===== config.mk =====
export PLATFORM = sky130hd
export DESIGN_NAME = invader_field_flat
export DESIGN_NICKNAME = d
export VERILOG_FILES = /design/src/rtl/invader_field_if.sv /design/src/rtl/invader_field.sv /design/src/flat_wrapper.sv
export SDC_FILE = /design/constraint.sdc
export NUM_CORES = 1
export LEC_CHECK = 0
export CELL_PAD_IN_SITES_DETAIL_PLACEMENT = 0
export CELL_PAD_IN_SITES_GLOBAL_PLACEMENT = 2
export CORE_MARGIN = 5
export CORE_UTILIZATION = 37
export DETAILED_ROUTE_END_ITERATION = 7
export PLACE_DENSITY_LB_ADDON = 0.1
export SKIP_CTS_REPAIR_TIMING = 1
export SYNTH_ARGS = -nofsm -noshare
export SYNTH_HDL_FRONTEND = slang
export SYNTH_SLANG_ARGS = --single-unit

===== constraint.sdc =====
create_clock -name clk_36MHz -period 5.1 [get_ports clk_36MHz]
set_input_delay 0.51 -clock clk_36MHz [delete_from_list [all_inputs] [get_ports clk_36MHz]]
set_output_delay 0.51 -clock clk_36MHz [all_outputs]
set_load 0.01 [all_outputs]

===== src/rtl/invader_field_if.sv =====
// Bullet/collision handshake between the player bullet logic and the
// invader formation: the bullet side presents its position, the formation
// answers with a one-cycle hit pulse that retires the bullet.
interface invader_field_if;
   logic       bullet_flying;
   logic [4:0] bullet_x;
   logic [3:0] bullet_y;
   logic       hit;

   modport master (output bullet_flying, output bullet_x, output bullet_y, input hit);
   modport slave  (input bullet_flying, input bullet_x, input bullet_y, output hit);
endinterface


===== src/rtl/invader_field.sv =====
// Invader formation: alive bitmap, left/right march with a row drop at each
// edge, bullet collision with one-cycle hit pulse, score and wave status.
module invader_field #(
   parameter int unsigned ROWS     = 4,
   parameter int unsigned COLS     = 8,
   parameter int unsigned STEP_DIV = 8,
   parameter int unsigned GRID_W   = 32,
   parameter int unsigned LAND_ROW = 12
) (
   input  logic                 clk_36MHz,
   input  logic                 reset,
   input  logic                 enable,
   input  logic                 tick,
   input  logic                 restart,
   invader_field_if.slave       bullet_bus,
   output logic [ROWS*COLS-1:0] alive,
   output logic [4:0]           formation_x,
   output logic [3:0]           formation_y,
   output logic [1:0]           state,
   output logic [7:0]           score
);

   typedef enum logic [1:0] {
      ST_PLAY     = 2'd0,
      ST_CLEARED  = 2'd1,
      ST_INVADED  = 2'd2
   } wave_state_e;

   typedef enum logic {
      DIR_RIGHT = 1'b0,
      DIR_LEFT  = 1'b1
   } march_dir_e;

   // Rightmost legal fx: the full formation width always counts, even when
   // the outer columns are already destroyed.
   localparam logic [4:0] FX_MAX     = 5'(GRID_W - (2 * COLS - 1));
   localparam logic [7:0] PRESC_LAST = 8'(STEP_DIV - 1);

   logic [ROWS*COLS-1:0] alive_q, alive_d;
   logic [4:0]           fx_q, fx_d;
   logic [3:0]           fy_q, fy_d;
   logic [7:0]           score_q, score_d;
   logic [7:0]           presc_q, presc_d;
   logic                 hit_q, hit_d;
   march_dir_e           dir_q, dir_d;
   wave_state_e          state_q, state_d;

   logic                 match;
   logic [ROWS*COLS-1:0] kill_mask;

   // Collision detect against the current (pre-step) formation position.
   // Comparing bullet == origin + offset in widened arithmetic means a bullet
   // left of or above the formation can never alias onto a cell.
   always_comb begin
      match     = 1'b0;
      kill_mask = '0;
      if (bullet_bus.bullet_flying) begin
         for (int unsigned r = 0; r < ROWS; r++) begin
            for (int unsigned c = 0; c < COLS; c++) begin
               if (({2'b00, bullet_bus.bullet_y} == {2'b00, fy_q} + 6'(r)) &&
                   ({1'b0, bullet_bus.bullet_x} == {1'b0, fx_q} + 6'(2 * c)) &&
                   alive_q[r*COLS+c]) begin
                  match               = 1'b1;
                  kill_mask[r*COLS+c] = 1'b1;
               end
            end
         end
      end
   end

   // Next-state: restart reload, then hit and march updates, then the wave
   // status evaluated on the updated bitmap and row.
   always_comb begin
      alive_d = alive_q;
      fx_d    = fx_q;
      fy_d    = fy_q;
      score_d = score_q;
      presc_d = presc_q;
      dir_d   = dir_q;
      state_d = state_q;
      hit_d   = 1'b0;

      if (restart) begin
         alive_d = '1;
         fx_d    = '0;
         fy_d    = '0;
         score_d = '0;
         presc_d = '0;
         dir_d   = DIR_RIGHT;
         state_d = ST_PLAY;
      end else if (enable && (state_q == ST_PLAY)) begin
         if (match) begin
            hit_d   = 1'b1;
            alive_d = alive_q & ~kill_mask;
            score_d = score_q + 8'd1;
         end

         if (tick) begin
            if (presc_q == PRESC_LAST) begin
               presc_d = '0;
               if ((dir_q == DIR_RIGHT) && (fx_q < FX_MAX)) begin
                  fx_d = fx_q + 5'd1;
               end else if ((dir_q == DIR_LEFT) && (fx_q != '0)) begin
                  fx_d = fx_q - 5'd1;
               end else begin
                  fy_d  = fy_q + 4'd1;
                  dir_d = (dir_q == DIR_RIGHT) ? DIR_LEFT : DIR_RIGHT;
               end
            end else begin
               presc_d = presc_q + 8'd1;
            end
         end

         if (alive_d == '0) begin
            state_d = ST_CLEARED;
         end else if ((6'(fy_d) + 6'(ROWS - 1)) >= 6'(LAND_ROW)) begin
            state_d = ST_INVADED;
         end
      end
   end

   // State registers with asynchronous active-low reset.
   always_ff @(posedge clk_36MHz or negedge reset) begin
      if (!reset) begin
         alive_q <= '1;
         fx_q    <= '0;
         fy_q    <= '0;
         score_q <= '0;
         presc_q <= '0;
         dir_q   <= DIR_RIGHT;
         state_q <= ST_PLAY;
         hit_q   <= 1'b0;
      end else begin
         alive_q <= alive_d;
         fx_q    <= fx_d;
         fy_q    <= fy_d;
         score_q <= score_d;
         presc_q <= presc_d;
         dir_q   <= dir_d;
         state_q <= state_d;
         hit_q   <= hit_d;
      end
   end

   assign bullet_bus.hit = hit_q;
   assign alive          = alive_q;
   assign formation_x    = fx_q;
   assign formation_y    = fy_q;
   assign state          = state_q;
   assign score          = score_q;

endmodule

===== src/flat_wrapper.sv =====
// flat-port wrapper written by rule: the top's interface ports become plain ports
module invader_field_flat 
#(
   parameter int unsigned ROWS     = 4,
   parameter int unsigned COLS     = 8,
   parameter int unsigned STEP_DIV = 8,
   parameter int unsigned GRID_W   = 32,
   parameter int unsigned LAND_ROW = 12
)
  (clk_36MHz, reset, enable, tick, restart, alive, formation_x, formation_y, state, score, bullet_bus_bullet_flying, bullet_bus_bullet_x, bullet_bus_bullet_y, bullet_bus_hit);
  invader_field_if bullet_bus_i ();
  input  logic clk_36MHz;
  input  logic reset;
  input  logic enable;
  input  logic tick;
  input  logic restart;
  output logic [ROWS*COLS-1:0] alive;
  output logic [4:0] formation_x;
  output logic [3:0] formation_y;
  output logic [1:0] state;
  output logic [7:0] score;
  input wire logic [$bits(bullet_bus_i.bullet_flying)-1:0] bullet_bus_bullet_flying;
  input wire logic [$bits(bullet_bus_i.bullet_x)-1:0] bullet_bus_bullet_x;
  input wire logic [$bits(bullet_bus_i.bullet_y)-1:0] bullet_bus_bullet_y;
  output wire logic [$bits(bullet_bus_i.hit)-1:0] bullet_bus_hit;
  assign bullet_bus_i.bullet_flying = bullet_bus_bullet_flying;
  assign bullet_bus_i.bullet_x = bullet_bus_bullet_x;
  assign bullet_bus_i.bullet_y = bullet_bus_bullet_y;
  assign bullet_bus_hit = bullet_bus_i.hit;
  invader_field #(.ROWS(ROWS), .COLS(COLS), .STEP_DIV(STEP_DIV), .GRID_W(GRID_W), .LAND_ROW(LAND_ROW)) u_core (.clk_36MHz(clk_36MHz), .reset(reset), .enable(enable), .tick(tick), .restart(restart), .bullet_bus(bullet_bus_i), .alive(alive), .formation_x(formation_x), .formation_y(formation_y), .state(state), .score(score));
endmodule

==> results.json, run 1 <==
{
  "clk_latency_ns": 0.34,
  "antenna_found_initial": 0,
  "synth_seq_cells": 61,
  "synth_area_sq_um": 4800,
  "setup_violations": 0,
  "place.gp.congestion": 0.941,
  "skew_ns": 0.00842,
  "gr-total-overflow": 0,
  "grt_util_met1_pct": 28.8,
  "maxSlewViolCount": 0,
  "synthCells": 530,
  "maxCapViolations": 0,
  "status": "complete, no violations",
  "syn_nets": 565,
  "place_ws_ns": 1.17,
  "drc_errors": 0,
  "tns_ns": 0,
  "worst_pin_slew_ns": 0.850,
  "die_x_um": 124,
  "layout.cells.non_filler": 759,
  "clockRootBuffer": "clkbuf_16",
  "synth_edf_count": 0,
  "port_buffers": 66,
  "synthArstFlopShare_pct": 100,
  "power.density_nw_per_um2": 204,
  "grt_max_degree": 64,
  "yosys_warnings": 0,
  "antenna_cells": 0,
  "dieArea_sq_um": 15400,
  "core.rowCount": 41,
  "drtPass1Iterations": 4,
  "grt.total_usage_pct": 21.1,
  "syn_avg_cell_area_sq_um": 9.06,
  "die_y_um": 124,
  "seq_area_frac_synth_pct": 32.6,
  "finalWirelength_um": 15400,
  "synth.area.top_cells": "dfstp_2 (18%), dfrtp_1 (15%), a21o_1 (5.6%)",
  "critical_path_required_ns": 5.33,
  "fin_util_pct": 45.9,
  "hp-class": "in -> async",
  "num_vias": 4297,
  "start_util_pct": 37.9,
  "reg2reg_slack_ns": 1.16,
  "top_usage_layer": "met2",
  "grt_pass1_vias": 4250,
  "crit_arrival_ns": 4.16,
  "crit_path_start_kind": "flop",
  "cts_sinks": 61,
  "grt_use_met3_pct": 3.72,
  "clock_path_buffers": 2,
  "setup_ws_ns": 1.16,
  "grt_pass1_wl_um": 24600,
  "place_hpwl_um": 11300,
  "cts_buffers": 9,
  "syn2layout_area_growth_pct": 21.0,
  "period_needed_ns": 3.94,
  "coreArea_sq_um": 12700,
  "cts_tree": "built",
  "yosys.area.top_type_share_pct": 17.5,
  "worstPathMaxFanout": 13,
  "synthFlopType": "dfstp_2",
  "io_pins": 67,
  "max_freq_ghz": 0.254,
  "netlist-cell-type-count": 87,
  "met2_usage_pct": 33.1,
  "slew_headroom_pct": 42.9,
  "vdd_ir_drop_max_mv": 0.125,
  "htree_levels": 3,
  "final-hold-violation-count": 0,
  "yosysTopAreaCell": "dfstp_2",
  "rsz0062_at_grt": "false",
  "avgViaCountPerCell": 5.66,
  "wl_per_cell_um": 20.3,
  "p_leak_nw": 2.20,
  "ant_nets": 0,
  "path_clk_slew_ns": 0.06,
  "initialDrtViolationCount": 314,
  "period_share_pct": 77.2,
  "fin_nets": 617,
  "place_inst": 743,
  "path_class": "reg -> reg",
  "endpoint_kind": "flop",
  "drive_gt1_share_pct": 13.6
}
## worst paths after layout
path | cells after the start | to | from
hold / removal | 2 | u_core.formation_x[4] | reset
setup / recovery | 10 | u_core.score[7] | u_core.formation_x[1]
max in group asynchronous | 2 | u_core.score[1] | reset
setup reg to reg | 10 | u_core.score[7] | u_core.formation_x[1]
min in group clk_36MHz | 1 | u_core.alive[26] | u_core.alive[26]
hold reg to reg | 1 | u_core.alive[26] | u_core.alive[26]
## final cells by class
cell class,count,area [sq um]
timing repair buffer,71,688
sequential,61,1570
fill,1286,6860
clock buffer,11,233
multi-input combinational,423,3000
inverter,16,60.1
clock inverter,5,52.6
tap,172,215
## power by group
part | total (W) | leakage, nW | switching, W | internal (W)
logic | 0.000102 | 1.32 | 0.0000670 | 0.0000345
registers | 0.000488 | 0.741 | 0.000000847 | 0.000487
clock network | 0.000600 | 0.139 | 0.000224 | 0.000376
## Yosys cell counts (4+ instances only)
cell type,n
dfrtp_1,29
nor4_1,8
inv_1,16
nor3_1,15
xor2_1,13
and4b_1,4
nand2b_1,6
o21a_1,4
mux2i_1,5
o21ai_0,19
ha_1,19
xnor2_1,19
a21o_1,36
a22oi_1,4
buf_2,12
clkbuf_1,9
or3_1,11
a21oi_1,21
nand3_1,47
and3_1,8
and2_1,9
nand2_1,29
dfstp_2,32
nand4_1,18
nor2b_1,7
a31oi_1,5
nor2_1,36
## critical path: stages (launching register included)
cell and delay [ns]:
dfrtp_1 0.62, inv_1 0.19, ha_1 0.35, xnor2_1 0.33
and3_1 0.31, and4b_1 0.57, a22oi_2 0.15, o2111a_2 0.32
a41o_1 0.39, nor3_1 0.26, mux2_2 0.35
## layout by cell type (no fill, tap or decap), types with 11 or more instances in the layout
cell	synthesis	final
nand2_1	29	29
nor2_1	36	36
o21ai_0	19	19
dfstp_2	32	32
nand4_1	18	18
dfrtp_1	29	29
clkdlybuf4s50_1	0	64
nand3_1	47	47
xor2_1	13	13
xnor2_1	19	19
nor3_1	15	15
inv_1	16	16
a21o_1	36	36
or3_1	11	11
a21oi_1	21	21
ha_1	19	19
## per-stage QoR
stage | power (W) | cell area, sq um | hold slack, ns
2_1_floorplan | 0.000556 | 4800 | 0.214
6_report | 0.00119 | 5810 | 0.344
3_3_place_gp | 0.000597 | 5530 | 0.527
4_1_cts | 0.00121 | 5810 | 0.382
5_1_grt | 0.00124 | 5810 | 0.424
3_5_place_dp | 0.000597 | 5530 | 0.528
## logic make-up after synthesis
kind of cell	count (synthesis)	synth area share, %
AOI/OAI and AO/OA	136	21.2
muxes	8	1.90
adders and majority gates	20	5.37
and+or+nand+nor	219	25.0
buffers and inverters	46	4.95
xor gates and xnor gates	40	8.99
DFF	61	32.6
## sequential cells by signal (all words and copies together) (netlist names)
register               cells
u_core.presc_q             8
u_core.dir_q               1
u_core.alive              32
u_core.state               2
u_core.score               8
u_core.formation_y         4
u_core.formation_x         5
u_core.bullet_bus.hit      1
## per-layer routing
layer | share of wire [%] | wire, um
met3 | 4.0 | 612
met1 | 46 | 7170
met5 | 0 | 0
met2 | 47 | 7270
met4 | 2.5 | 381
(Power assumes the default switching activity.)
==> inputs of run 2 (changes only) <==
--- a/config.mk
+++ b/config.mk
@@ -8,7 +8,7 @@
 export CELL_PAD_IN_SITES_DETAIL_PLACEMENT = 0
 export CELL_PAD_IN_SITES_GLOBAL_PLACEMENT = 2
 export CORE_MARGIN = 5
-export CORE_UTILIZATION = 37
+export CORE_UTILIZATION = 31
 export DETAILED_ROUTE_END_ITERATION = 7
 export PLACE_DENSITY_LB_ADDON = 0.1
 export SKIP_CTS_REPAIR_TIMING = 1
==> constraint.sdc (replaced) <==
create_clock -name clk_36MHz -period 3.4 [get_ports clk_36MHz]
set_input_delay 0.34 -clock clk_36MHz [delete_from_list [all_inputs] [get_ports clk_36MHz]]
set_output_delay 0.34 -clock clk_36MHz [all_outputs]
set_load 0.01 [all_outputs]
==> results.json, run 2 (synthesis results as in run 1) <==
{
  "status": "complete, no violations",
  "cp_slowest_stage_delay_ns": 0.37,
  "die_x_um": 134,
  "grt.total_usage_pct": 19.1,
  "period_needed_ns": 3.24,
  "slew_headroom_pct": 49.3,
  "drc_errors": 0,
  "rsz0062_at_grt": "false",
  "final_common_cell": "clkdlybuf4s50_1",
  "design_area_sq_um": 6220,
  "final-hold-violation-count": 0,
  "cts_tree": "built",
  "grt_pass1_vias": 4541,
  "slowest_stage": "dfrtp_1",
  "clk_latency_ns": 0.34,
  "htree_levels": 3,
  "avgViaCountPerCell": 5.57,
  "dieArea_sq_um": 18100,
  "gr-total-overflow": 0,
  "wl_per_cell_um": 21.0,
  "drive_gt1_share_pct": 19.7,
  "io_pins": 67,
  "initialDrtViolationCount": 272,
  "die_y_um": 134,
  "ant_nets": 0,
  "layout.cells.non_filler": 818,
  "power.density_nw_per_um2": 305,
  "placed_cell_area_sq_um": 5900,
  "crit_arrival_ns": 3.50,
  "skew_ns": 0.00711,
  "drtPass1Iterations": 4,
  "final_cell_mix": "clkdlybuf4s50_1 (64), nand3_1 (47), buf_4 (46)",
  "syn2layout_area_growth_pct": 29.6,
  "place_hpwl_um": 12800,
  "critical_path_required_ns": 3.65,
  "period_share_pct": 95.4,
  "crit_path_start_kind": "flop",
  "place.gp.congestion": 0.899,
  "path_class": "reg -> reg",
  "critical_path.cell_chain": "inv_1 > ha_1 > xnor2_1 > and3_1 > and4b_1 > buf_12 > a22oi_2 > o2111a_2 > a41o_1 > buf_4 > or3_1 > a21oi_1",
  "finalPower_w": 0.00190,
  "cts_buffers": 9,
  "vdd_ir_drop_max_mv": 0.198,
  "maxSlewViolCount": 0,
  "worst_pin_slew_ns": 0.754,
  "endpoint_kind": "flop",
  "path_clk_slew_ns": 0.05,
  "tns_ns": 0,
  "antenna_found_initial": 0,
  "worstPathMaxFanout": 11,
  "place_inst": 802,
  "p_leak_nw": 2.44,
  "coreArea_sq_um": 15200,
  "max_freq_ghz": 0.308,
  "hp-class": "in -> async",
  "num_vias": 4557,
  "largest_reg_flops": 32,
  "grt_max_degree": 36,
  "holdWs_ns": 0.0655,
  "cts_sinks": 61,
  "fin_nets": 660,
  "core.rowCount": 45,
  "clockRootBuffer": "clkbuf_16",
  "port_buffers": 66,
  "grt_pass1_wl_um": 26600,
  "maxCapViolations": 0,
  "setup_violations": 0,
  "clock_path_buffers": 2,
  "antenna_cells": 0,
  "start_util_pct": 31.6,
  "finalWirelength_um": 17100
}
[run 2: cell count changes in the layout (fill, tap and decap cells not counted), sizes merged]
cell / previous run / this run
buf: 7 / 50
clkinv: 3 / 2
clkbuf: 11 / 13
clkinvlp: 1 / 0
[run 2: report_power, final]
| group | switching [W] | internal (W) | total [W] | leakage [nW] |
|---|---|---|---|---|
| combinational | 0.000107 | 0.0000623 | 0.000169 | 1.54 |
| sequential | 0.00000127 | 0.000730 | 0.000731 | 0.741 |
| clock | 0.000344 | 0.000654 | 0.000999 | 0.160 |
[run 2: layer usage]
layer  GRT usage, %  share of wire, %
met2           31.3                47
met1           25.6                46
met4           6.39               2.6
met3           3.50               4.5
met5              0                 0
[run 2: final timing paths]
check | from | end | slack [ns] | cells past startpoint
worst max-delay path | u_core.formation_x[2] | u_core.score[3] | 0.16 | 12
worst min-delay path | reset | u_core.formation_x[0] | 0.07 | 1
worst max register to register | u_core.formation_x[2] | u_core.score[3] | 0.16 | 12
worst min register to register | u_core.alive[26] | u_core.alive[26] | 0.54 | 1
max in group asynchronous | reset | u_core.alive[10] | 2.37 | 2
min in group clk_36MHz | u_core.alive[26] | u_core.alive[26] | 0.54 | 1
[run 2: layout make-up]
type | count | area [sq um]
clock inverter | 3 | 40.0
multi-input combinational | 423 | 3000
inverter | 16 | 60.1
sequential | 61 | 1570
clock buffer | 13 | 283
tap | 188 | 235
fill | 1539 | 8980
timing repair buffer | 114 | 1040
[run 2: metrics by stage]
| stage | setup WS, ns | utilization, % |
|---|---|---|
| after CTS | 0.108 | 40.9 |
| after global routing | 0.0354 | 40.9 |
| after detailed placement | 0.0457 | 38.8 |
| after floorplan | 0.254 | - |
| after global placement | 0.0377 | 38.8 |
| final | 0.156 | 40.9 |
[run 2: critical path, delay by kind of cell, from the launching register on]
family                     cells  cell delay [ns]
and+or+nand+nor                3             0.96
xor gates and xnor gates       1             0.28
DFF                            1             0.37
buffers and inverters          3             0.49
adders and majority gates      1             0.28
AOI/OAI and AO/OA              4             0.78
==> RTL edit 1: new RTL, settings of run 1 <==
`COLS` is set to 8 in 2 places; all go to 10.
--- a/src/rtl/invader_field.sv
+++ b/src/rtl/invader_field.sv
@@ -2,7 +2,7 @@
 // edge, bullet collision with one-cycle hit pulse, score and wave status.
 module invader_field #(
    parameter int unsigned ROWS     = 4,
-   parameter int unsigned COLS     = 8,
+   parameter int unsigned COLS     = 10,
    parameter int unsigned STEP_DIV = 8,
    parameter int unsigned GRID_W   = 32,
    parameter int unsigned LAND_ROW = 12
--- a/src/flat_wrapper.sv
+++ b/src/flat_wrapper.sv
@@ -2,7 +2,7 @@
 module invader_field_flat 
 #(
    parameter int unsigned ROWS     = 4,
-   parameter int unsigned COLS     = 8,
+   parameter int unsigned COLS     = 10,
    parameter int unsigned STEP_DIV = 8,
    parameter int unsigned GRID_W   = 32,
    parameter int unsigned LAND_ROW = 12
Ports: changed (resized alive); port bits go from 67 to 75. The function was not compared with the original's and may differ.
==> RTL edit 1 against run 1 <==
Area after synthesis rose by 2.7%; cell area rose by 4.4%; sequential cell count rose by 8; clock skew fell by 1.9 ps; setup slack got worse by 170 ps; critical endpoint is now u_core.alive[23]$_DFFE_PN1P_; wire length rose by 4.0%.
Power is not compared: it rests on default switching activity, and its combinational part moved more than twofold at a synthesized area within 25%.
==> RTL edit 1: results <==
set metrics [dict create \
    stdcell_count 792 \
    synth.avg_cell_area_um2 8.90 \
    p_sw_uw 787 \
    synth_commonest_cells "nand2_1, nand3_1, a21o_1, dfstp_2, dfrtp_1" \
    outcome "completed" \
    synth.area.mux_share 0.0104 \
    grt_max_degree 70 \
    synthAdderAreaFrac 0.0573 \
    dp_hpwl_um 11600 \
    clkTransAtPathRegs_ps 50 \
    layout-drive-gt1-share 0.127 \
    skew_ps 6.53 \
    critPathArrivalTime_ps 4370 \
    dr.pass1.iters 5 \
    path_delay_family "compound AO/OA/AOI/OAI gates" \
    slowest_delay_ps 640 \
    wl_met3_um 933 \
    dr_wl_met2_um 7510 \
    port_buffers 74 \
    reg2reg_slack_ps 1000 \
    fillers 1282 \
    htreeDepth 3 \
    fin_nets 648 \
    ys_seq_area_frac 0.360 \
    clock_path_buffers 2 \
    numCtsBuffers 9 \
    ys_warn_count 0 \
    synthXorXnorAreaFrac 0.0804 \
    largest_register_ff_count 40 \
    use_met1 0.294 \
    grtUsageMet2 0.326 \
    wl_met1_um 7430 \
    max_slew_margin 0.365 \
    ys_types 68 \
    clkLatencyLatePin_ps 340 \
    vias 4534 \
    gp_congestion 0.884 \
    groute.usage.overall 0.207 \
    grtUsageMet3 0.0409 \
    synth_area_leaders "dfstp_2, dfrtp_1, a21o_1" \
    avgRoutedWirePerCell_um 20.3 \
    first_iter_violations 427 \
    grt_first_pass_wirelength_um 26100 \
    post-place-cells 776 \
    crit_fanout 39 \
    synth_nets 591 \
    synth_compound_area_frac 0.208 \
]
[RTL edit 1: path summary, 6_finish.rpt]
| check | cells past startpoint | endpoint | start |
|---|---|---|---|
| max | 12 | u_core.alive[23]$_DFFE_PN1P_ | u_core.formation_x[1]$_DFFE_PN0P_ |
| max reg2reg | 12 | u_core.alive[23]$_DFFE_PN1P_ | u_core.formation_x[1]$_DFFE_PN0P_ |
| max in group asynchronous | 2 | u_core.score[0]$_DFFE_PN0P_ | reset |
| min in group clk_36MHz | 2 | u_core.alive[39]$_DFFE_PN1P_ | u_core.alive[39]$_DFFE_PN1P_ |
| min | 2 | u_core.presc_q[4]$_DFFE_PN0P_ | reset |
| min reg2reg | 2 | u_core.alive[39]$_DFFE_PN1P_ | u_core.alive[39]$_DFFE_PN1P_ |
[RTL edit 1: through the flow]
stage                     hold slack (ps)  setup slack [ps]   util  cell area, um2
after global routing                  483               636  0.462            6070
after floorplan                       214              1760      -            4930
after global placement                511               882  0.440            5790
after CTS                             422              1030  0.462            6070
final                                 394               999  0.462            6070
after detailed placement              515               855  0.440            5790
[RTL edit 1: power by group through the flow]
stage / combinational (mW) / clock (mW) / sequential [mW]
final: 0.795 / 0.592 / 0.645
after floorplan: 0.603 / 0 / 0.622
after global placement: 0.779 / 0 / 0.650
after detailed placement: 0.789 / 0 / 0.653
after global routing: 0.882 / 0.638 / 0.653
after CTS: 0.794 / 0.611 / 0.645
[RTL edit 1: cell type report]
type,count,area (um2),area share
multi-input combinational,430,2920,0.482
sequential,69,1780,0.293
timing repair buffer,83,798,0.132
clock buffer,12,258,0.0425
tap,176,220,0.0363
inverter,18,67.6,0.0111
clock inverter,4,23.8,0.00392
==> RTL edit 2: new RTL, flow settings as in run 1 <==
Made on the original files. Register the output `score` once more, cleared by the reset; this adds one clock of latency there. The other outputs are not delayed to match. Comments in the files are not updated.
--- a/src/rtl/invader_field.sv
+++ b/src/rtl/invader_field.sv
@@ -147,6 +147,12 @@
    assign formation_x    = fx_q;
    assign formation_y    = fy_q;
    assign state          = state_q;
-   assign score          = score_q;
+   always_ff @(posedge clk_36MHz or negedge reset) begin
+      if (!reset) begin
+         score <= '0;
+      end else begin
+         score <= score_q;
+      end
+   end
 
 endmodule
Check against the original RTL: not equivalent (a bounded check fails within 4 cycles, from zero or initial values and one cycle with reset low).
==> RTL edit 2 against run 1 <==
Sequential cell count is 8 higher; cell area is 4.0% lower; sequential share of layout area is 4.7 points higher; via count is 6.4% lower; setup slack better by 33 ps; area after synthesis is 5.2% lower; power is 3.0% higher; wire length is 10% lower; critical endpoint is now u_core.alive[4]$_DFFE_PN1P_; largest cell class unchanged.
==> RTL edit 2: results <==
set metrics [dict create \
    synth_compound_area_frac 0.182 \
    grtUsageMet3 0.0503 \
    layout-drive-gt1-share 0.121 \
    ys_types 65 \
    synth.area.mux_share 0.0154 \
    top_layer_used "met4" \
    max_slew_margin 0.394 \
    whs_ps 361 \
    hold_path_class "input pin to asynchronous set/reset pin" \
    dp_hpwl_um 9880 \
    ant_nets 0 \
    end_kind "register" \
    ys_seq_area_frac 0.388 \
    synthXorXnorAreaFrac 0.0990 \
    synth_area_leaders "dfrtp_1, dfstp_2, ha_1" \
    grt_pass1_vias 3999 \
    startpoint "u_core.formation_x[2]$_DFFE_PN0P_" \
    dr_wl_met2_um 6580 \
    use_met1 0.259 \
    htreeDepth 3 \
    clkLatencyLatePin_ps 340 \
    peakVddDrop_mv 0.243 \
    fin_nets 585 \
    synthAdderAreaFrac 0.0566 \
    grtUsageMet2 0.312 \
    synth_commonest_cells "nor2_1, dfrtp_1, nand2_1, dfstp_2, xor2_1" \
    synth.avg_cell_area_um2 9.25 \
    p_sw_uw 315 \
    wl_met1_um 6000 \
    root_buffer "clkbuf_16" \
    slowest_delay_ps 730 \
    skew_ps 6.86 \
    crit_fanout 24 \
    critPathArrivalTime_ps 4180 \
    dr.pass1.iters 5 \
    post-place-cells 686 \
    synthFlopType "dfrtp_1" \
    stdcell_count 702 \
    dpl_cell_area_um2 5310 \
    synth_nets 527 \
    setup_slack_ps 1200 \
    grt_first_pass_wirelength_um 22300 \
    wl_met3_um 1030 \
    vias_per_cell 5.73 \
    cpMaxStageDelayCell "or2_1" \
    outcome "completed" \
    dp_worst_setup_slack_ps 995 \
    avgRoutedWirePerCell_um 19.8 \
    grt_max_degree 70 \
    groute.usage.overall 0.195 \
    clock_path_buffers 2 \
    gp_congestion 0.866 \
    p_leak_nw 2.27 \
    first_iter_violations 288 \
    antenna_found_initial 0 \
]
## RTL edit 2: cell count changes after synthesis, moves of 5 or more
cell,run 1,this run
nand3_1,47,22
a21o_1,36,24
xor2_1,13,25
nor2_1,36,47
dfrtp_1,29,37
clkbuf_1,9,16
or3_1,11,4
nand2_1,29,35
buf_2,12,7
nor2b_1,7,2
## RTL edit 2: final timing paths
kind,endpoint,cells past startpoint
setup / recovery,u_core.alive[4]$_DFFE_PN1P_,11
hold / removal,u_core.formation_y[0]$_DFFE_PN0P_,2
setup reg to reg,u_core.alive[4]$_DFFE_PN1P_,11
hold reg to reg,u_core.score[7]$_DFF_PN0_,0
max in group asynchronous,u_core.presc_q[2]$_DFFE_PN0P_,2
min in group clk_36MHz,u_core.score[7]$_DFF_PN0_,0
## RTL edit 2: power groups by stage
| stage | logic [mW] | registers (mW) | clock network [mW] |
|---|---|---|---|
| final | 0.0972 | 0.551 | 0.577 |
| after global routing | 0.107 | 0.551 | 0.618 |
| after CTS | 0.0979 | 0.551 | 0.594 |
| after detailed placement | 0.0975 | 0.560 | 0 |
| after global placement | 0.0970 | 0.560 | 0 |
| after floorplan | 0.0556 | 0.560 | 0 |
## RTL edit 2: worst register-to-register path, delay by kind of cell (launching register included)
family / cells / cell delay [ps]
simple gates: 4 / 1490
flops: 1 / 600
buf+inv: 1 / 200
xor+xnor: 1 / 360
compound gates: 4 / 840
fa+ha+maj: 1 / 340
## RTL edit 2: area by class of cell
class | instances | area, um2
inverters | 18 | 67.6
repair buffers | 74 | 711
fillers | 1153 | 6430
well taps | 147 | 184
multi-input cells | 378 | 2580
flip-flops and latches | 69 | 1770
clock buffers | 10 | 229
clock inverters | 6 | 40.0
